File: src/rtl/aes_ctrl_pkg.sv
// Shared definitions for the AES block sequencer: default sizes, FSM
// state encoding and the timer width helper.
package aes_ctrl_pkg;

    localparam int BLOCK_W_DEF = 128;
    localparam int CNT_W_DEF   = 16;
    localparam int TIMEOUT_DEF = 64;
    localparam int POP_GAP_DEF = 4;

    localparam logic [2:0] ST_IDLE  = 3'd0;
    localparam logic [2:0] ST_FETCH = 3'd1;
    localparam logic [2:0] ST_START = 3'd2;
    localparam logic [2:0] ST_BUSY  = 3'd3;
    localparam logic [2:0] ST_SEND  = 3'd4;
    localparam logic [2:0] ST_GAP   = 3'd5;

    // Width of a down-counter able to hold the larger of two load values.
    function automatic int timer_width(input int a, input int b);
        return $clog2((a > b) ? a : b) + 1;
    endfunction

endpackage

File: src/rtl/cycle_timer.sv
// Loadable down-counter. It reports 'expired' during the last counted cycle
// (count == 1) so the owner can leave its state on that same edge.
module cycle_timer #(
    parameter int W = 7
) (
    input  logic         clk,
    input  logic         reset_n,
    input  logic         load,
    input  logic [W-1:0] value,
    output logic         expired
);

    logic [W-1:0] count_r;

    // Load on request, otherwise count down and stop at zero.
    always_ff @(posedge clk or negedge reset_n) begin
        if (!reset_n) begin
            count_r <= W'(0);
        end else if (load) begin
            count_r <= value;
        end else if (count_r != W'(0)) begin
            count_r <= count_r - W'(1);
        end else begin
            count_r <= count_r;
        end
    end

    assign expired = (count_r == W'(1));

endmodule

File: src/rtl/aes_block_sequencer.sv
// Moves 128-bit blocks from the rx buffer through the AES core to the tx
// shifter: pop, start AES, wait for done (with timeout), hand off to tx,
// then idle a few cycles so the buffer head and empty flag settle.
// All outputs are registered; pulses are decided from the next state.
module aes_block_sequencer
    import aes_ctrl_pkg::*;
#(
    parameter int BLOCK_W = BLOCK_W_DEF,
    parameter int TIMEOUT = TIMEOUT_DEF,
    parameter int POP_GAP = POP_GAP_DEF,
    parameter int CNT_W   = CNT_W_DEF
) (
    input  logic               clk,
    input  logic               reset_n,
    input  logic               enable,
    input  logic               clr_err,
    input  logic [BLOCK_W-1:0] buf_dout,
    input  logic               buf_empty,
    input  logic               buf_overflow,
    output logic               buf_read_en,
    output logic [BLOCK_W-1:0] aes_din,
    output logic               aes_start,
    input  logic [BLOCK_W-1:0] aes_dout,
    input  logic               aes_done,
    output logic [BLOCK_W-1:0] tx_data,
    output logic               tx_start,
    input  logic               tx_busy,
    output logic               busy,
    output logic [CNT_W-1:0]   blocks_done,
    output logic               err_timeout,
    output logic               err_overflow
);

    localparam int               TMR_W       = timer_width(TIMEOUT, POP_GAP);
    localparam logic [TMR_W-1:0] TMR_TIMEOUT = TMR_W'(TIMEOUT);
    localparam logic [TMR_W-1:0] TMR_POP_GAP = TMR_W'(POP_GAP);

    logic [2:0]         state_r;
    logic [2:0]         next_state_s;

    logic               timer_load_s;
    logic [TMR_W-1:0]   timer_val_s;
    logic               timer_expired_s;

    logic               read_en_s;
    logic               aes_start_s;
    logic               tx_start_s;
    logic               busy_s;
    logic               timeout_s;
    logic [BLOCK_W-1:0] tx_src_s;

    logic               buf_read_en_r;
    logic               aes_start_r;
    logic               tx_start_r;
    logic               busy_r;
    logic [BLOCK_W-1:0] data_r;
    logic [BLOCK_W-1:0] res_r;
    logic [BLOCK_W-1:0] tx_data_r;
    logic [CNT_W-1:0]   blocks_done_r;
    logic               err_timeout_r;
    logic               err_overflow_r;

    // One timer serves both the AES timeout window and the post-pop gap.
    cycle_timer #(
        .W (TMR_W)
    ) u_timer (
        .clk     (clk),
        .reset_n (reset_n),
        .load    (timer_load_s),
        .value   (timer_val_s),
        .expired (timer_expired_s)
    );

    // FSM state register.
    always_ff @(posedge clk or negedge reset_n) begin
        if (!reset_n) begin
            state_r <= ST_IDLE;
        end else begin
            state_r <= next_state_s;
        end
    end

    // Next-state decision; a completing AES wins over a same-cycle timeout,
    // and SEND leaves only after its tx_start pulse has been issued.
    always_comb begin
        next_state_s = state_r;
        case (state_r)
            ST_IDLE: begin
                if (enable && !buf_empty) begin
                    next_state_s = ST_FETCH;
                end else begin
                    next_state_s = ST_IDLE;
                end
            end
            ST_FETCH: next_state_s = ST_START;
            ST_START: next_state_s = ST_BUSY;
            ST_BUSY: begin
                if (aes_done) begin
                    next_state_s = ST_SEND;
                end else if (timer_expired_s) begin
                    next_state_s = ST_GAP;
                end else begin
                    next_state_s = ST_BUSY;
                end
            end
            ST_SEND: begin
                if (tx_start_r) begin
                    next_state_s = ST_GAP;
                end else begin
                    next_state_s = ST_SEND;
                end
            end
            ST_GAP: begin
                if (timer_expired_s) begin
                    next_state_s = ST_IDLE;
                end else begin
                    next_state_s = ST_GAP;
                end
            end
            default: next_state_s = ST_IDLE;
        endcase
    end

    // Next values of the registered outputs and the timer controls.
    always_comb begin
        read_en_s    = (next_state_s == ST_FETCH);
        aes_start_s  = (next_state_s == ST_START);
        tx_start_s   = (next_state_s == ST_SEND) && !tx_busy;
        busy_s       = (next_state_s != ST_IDLE);
        timeout_s    = (state_r == ST_BUSY) && !aes_done && timer_expired_s;
        timer_load_s = (next_state_s == ST_START) ||
                       ((next_state_s == ST_GAP) && (state_r != ST_GAP));
        if (next_state_s == ST_START) begin
            timer_val_s = TMR_TIMEOUT;
        end else begin
            timer_val_s = TMR_POP_GAP;
        end
        // On the BUSY->SEND edge res_r is not loaded yet, so take the core output.
        if (state_r == ST_BUSY) begin
            tx_src_s = aes_dout;
        end else begin
            tx_src_s = res_r;
        end
    end

    // Output pulse and status registers.
    always_ff @(posedge clk or negedge reset_n) begin
        if (!reset_n) begin
            buf_read_en_r <= 1'b0;
            aes_start_r   <= 1'b0;
            tx_start_r    <= 1'b0;
            busy_r        <= 1'b0;
        end else begin
            buf_read_en_r <= read_en_s;
            aes_start_r   <= aes_start_s;
            tx_start_r    <= tx_start_s;
            busy_r        <= busy_s;
        end
    end

    // Block data path: fetched block, AES result and block handed to tx.
    always_ff @(posedge clk or negedge reset_n) begin
        if (!reset_n) begin
            data_r    <= {BLOCK_W{1'b0}};
            res_r     <= {BLOCK_W{1'b0}};
            tx_data_r <= {BLOCK_W{1'b0}};
        end else begin
            if (state_r == ST_FETCH) begin
                data_r <= buf_dout;
            end
            if ((state_r == ST_BUSY) && aes_done) begin
                res_r <= aes_dout;
            end
            if (tx_start_s) begin
                tx_data_r <= tx_src_s;
            end
        end
    end

    // Count of blocks handed to tx; wraps silently.
    always_ff @(posedge clk or negedge reset_n) begin
        if (!reset_n) begin
            blocks_done_r <= {CNT_W{1'b0}};
        end else if (tx_start_s) begin
            blocks_done_r <= blocks_done_r + CNT_W'(1);
        end else begin
            blocks_done_r <= blocks_done_r;
        end
    end

    // Sticky error flags; a new error in the clearing cycle stays set.
    always_ff @(posedge clk or negedge reset_n) begin
        if (!reset_n) begin
            err_timeout_r  <= 1'b0;
            err_overflow_r <= 1'b0;
        end else begin
            if (timeout_s) begin
                err_timeout_r <= 1'b1;
            end else if (clr_err) begin
                err_timeout_r <= 1'b0;
            end
            if (buf_overflow) begin
                err_overflow_r <= 1'b1;
            end else if (clr_err) begin
                err_overflow_r <= 1'b0;
            end
        end
    end

    assign buf_read_en  = buf_read_en_r;
    assign aes_start    = aes_start_r;
    assign tx_start     = tx_start_r;
    assign busy         = busy_r;
    assign aes_din      = data_r;
    assign tx_data      = tx_data_r;
    assign blocks_done  = blocks_done_r;
    assign err_timeout  = err_timeout_r;
    assign err_overflow = err_overflow_r;

endmodule

File: config.mk
export PLATFORM = sky130hd
export DESIGN_NAME = aes_block_sequencer
export DESIGN_NICKNAME = d
export VERILOG_FILES = /design/src/rtl/aes_ctrl_pkg.sv /design/src/rtl/cycle_timer.sv /design/src/rtl/aes_block_sequencer.sv
export SDC_FILE = /design/constraint.sdc
export NUM_CORES = 1
export LEC_CHECK = 0
export CORE_AREA = 2 2 211 213
export CTS_CLUSTER_DIAMETER = 60
export CTS_CLUSTER_SIZE = 12
export DETAILED_ROUTE_END_ITERATION = 6
export DIE_AREA = 0 0 213 215
export MAX_ROUTING_LAYER = met4
export PLACE_DENSITY = 0.69
export SYNTH_ARGS = -nofsm -noshare
export SYNTH_HDL_FRONTEND = slang
export SYNTH_HIERARCHICAL = 1
export SYNTH_SLANG_ARGS = --single-unit
export TNS_END_PERCENT = 5
File: constraint.sdc
create_clock -name clk -period 5.36 [get_ports clk]
set_input_delay 0.804 -clock clk [delete_from_list [all_inputs] [get_ports clk]]
set_output_delay 0.804 -clock clk [all_outputs]
set_load 0.01 [all_outputs]
==> results.yml <==
clock_tree:
  post_cts.repair.setup_buffers: 0
  clk_pin_slew_ns: 0.06
  cts_buffer_depth: 3
  cts_buffers: 41
  cts_resized: 0
  clock-sinks: 416
  clkLatencyLatePin_ns: 0.56
  cts_tree: "yes"
  cts-root-buf: "clkbuf_16"
  hold_buffers: 0
  h-tree-depth: 2
layout:
  drive_gt1_share_pct: 9.76
  layout_common_cells: "540 x clkdlybuf4s50_1, 416 x dfrtp_1, 397 x nand2_1"
  regArea_mm2: 0.0104
  nets: 2311
  multi_input_area_mm2: 0.00612
  stdcell_count: 2648
  n_fill_cell: 3756
  utilization_pct: 55.1
  syn2layout_area_growth_pct: 42.2
  final_cell_area_mm2: 0.0241
  layout_commonest_cell: "clkdlybuf4s50_1"
floorplan:
  core_area_mm2: 0.0436
  die_y_um: 215
  io_pins: 542
  rows: 77
  die_w_um: 213
  die_area_mm2: 0.0458
  start_util_pct: 38.8
status:
  status: "complete, no violations"
worst_setup_path:
  required_ns: 5.79
  path_class: "reg2reg"
  endpoint_kind: "register"
  cp.arrival_ns: 3.68
  worstPathMaxFanout: 15
  ff2ff_setup_slack_ns: 2.11
  start_kind: "register"
worst_hold_path:
  hold_class: "in2async"
logic_synthesis:
  syn_inst: 1528
  ys_types: 44
  synth.avg_cell_area_um2: 11.1
  yosysWarnings: 6
  netlist_area_mm2: 0.0169
  ys_ff_latch: 416
  yosysSeqAreaShare_pct: 61.5
timing:
  maxSlewHeadroom_pct: 29.4
  worst_pin_slew_ns: 1.06
  hold_slack_ns: 0.234
  timing.final.crit_share_pct: 60.6
  fin_ws_ns: 2.11
  fmax_mhz: 308
  timing.final.max_slew_violations: 0
  setup_viol: 0
  worst_clock_skew_ns: 0.0228
  hold_violations: 0
  setup_tns_ns: 0
  rsz0062_at_grt: "false"
  period_needed_ns: 3.25
routing:
  via_per_inst: 4.82
  dr.pass1.iters: 5
  dr.first_iter.drc_count: 729
  wirelength_um: 48700
  drc: 0
  num_vias: 12800
  wl_per_cell_um: 18.4
  antenna_left: 0
grt:
  gr-usage-all-layers_pct: 21.8
  antenna_found_initial: 6
  grt_pass1_wl_um: 75200
  grt_pass1_vias: 13000
  grt_start_max_net_pins: 134
  grt-ovfl-total: 0
placed_design:
  place_area_mm2: 0.0229
  io_buffers: 541
  place_ws_ns: 1.90
  dp_hpwl_um: 34600
  dpl.cell_count: 2592
  gp_congestion: 0.823
power:
  power.density_mw_per_mm2: 616
  ir_drop_mv: 0.328
  p_leak_nw: 11.2
  power_mw: 14.8
run:
  maxCapViolations: 0
==> per-layer routing <==
metal	track usage, %	share of wire (%)
met5	-	0
met2	34.2	48
met4	7.16	2.2
met3	6.52	8.0
met1	27.0	42
==> cells in the mapped netlist (all sizes together) <==
master	number	area, um^2
and4b	3	30.0
mux2i	129	1290
a21bo	1	10.0
xnor2	7	61.3
nand2	398	1490
clkbuf	46	174
a21o	1	7.51
a31oi	1	6.26
nand2b	7	43.8
nor2b	4	25.0
nor3b	3	22.5
nand4b	1	8.76
o211a	1	10.0
o211ai	3	22.5
nor4b	1	15.0
a22o	1	8.76
nand4	1	6.26
a221oi	1	8.76
mux2	129	1450
or4	1	7.51
o21a	2	15.0
nor4	2	12.5
inv	8	30.0
and4	2	17.5
o2111ai	1	8.76
o31ai	4	30.0
nor3	8	40.0
nor2	138	518
dfrtp	416	10400
nand3	3	15.0
conb	1	3.75
a21oi	134	674
buf	44	223
or4b	1	10.0
ha	4	50.1
o22ai	1	6.26
a22oi	1	7.51
xor2	11	96.3
o21ai	7	35.0
o2bb2ai	1	8.76
==> report_power, final <==
part / switching, mW / internal (mW) / total (mW)
Sequential: 0.883 / 4.68 / 5.56
Clock: 1.16 / 1.42 / 2.58
Combinational: 3.10 / 3.58 / 6.68
Total: 5.14 / 9.68 / 14.8
==> worst paths after layout <==
path	cells past startpoint	to	start
setup reg to reg	6	u_timer/count_r[5]$_DFFE_PN0P_	u_timer/count_r[3]$_DFFE_PN0P_
hold reg to reg	2	res_r[35]$_DFFE_PN0P_	res_r[35]$_DFFE_PN0P_
setup / recovery	6	u_timer/count_r[5]$_DFFE_PN0P_	u_timer/count_r[3]$_DFFE_PN0P_
hold / removal	1	aes_din[51]$_DFFE_PN0N_	reset_n
max in group asynchronous	2	aes_din[44]$_DFFE_PN0N_	reset_n
min in group clk	2	res_r[35]$_DFFE_PN0P_	res_r[35]$_DFFE_PN0P_
==> flip-flops by register name, summed over array words and instances (netlist names), 3 cells and up <==
| name | count |
|---|---|
| tx_data | 128 |
| blocks_done | 16 |
| res_r | 128 |
| u_timer/count_r | 7 |
| state_r | 3 |
| aes_din | 128 |
==> layout make-up <==
class	count	area share, %
Timing Repair Buffer	558	23.4
Clock inverter	3	0.125
Tap cell	592	3.08
Multi-Input combinational cell	1018	25.4
Clock buffer	47	4.53
Antenna cell	6	0.0624
Inverter	8	0.125
Sequential cell	416	43.3
==> critical path: stages (launching register included) <==
cell	delay [ns]
dfrtp_1	0.43
or4_1	0.66
nor3b_1	0.56
nand2b_1	0.21
o22ai_1	0.85
a21oi_1	0.09
a221oi_1	0.33
==> cells by family (layout without fill, tap and decap cells) <==
family          after synthesis  count (layout)  synth area share (%)
buf+inv                      98             616                  2.52
fa+ha+maj                     4               4                 0.296
other cells                   1              11                0.0222
compound gates              160             160                  5.08
flops                       416             416                  61.5
mux                         258             258                  16.2
xor+xnor                     18              18                 0.932
simple gates                573             573                  13.4
Power figures use the tool's default switching activity.
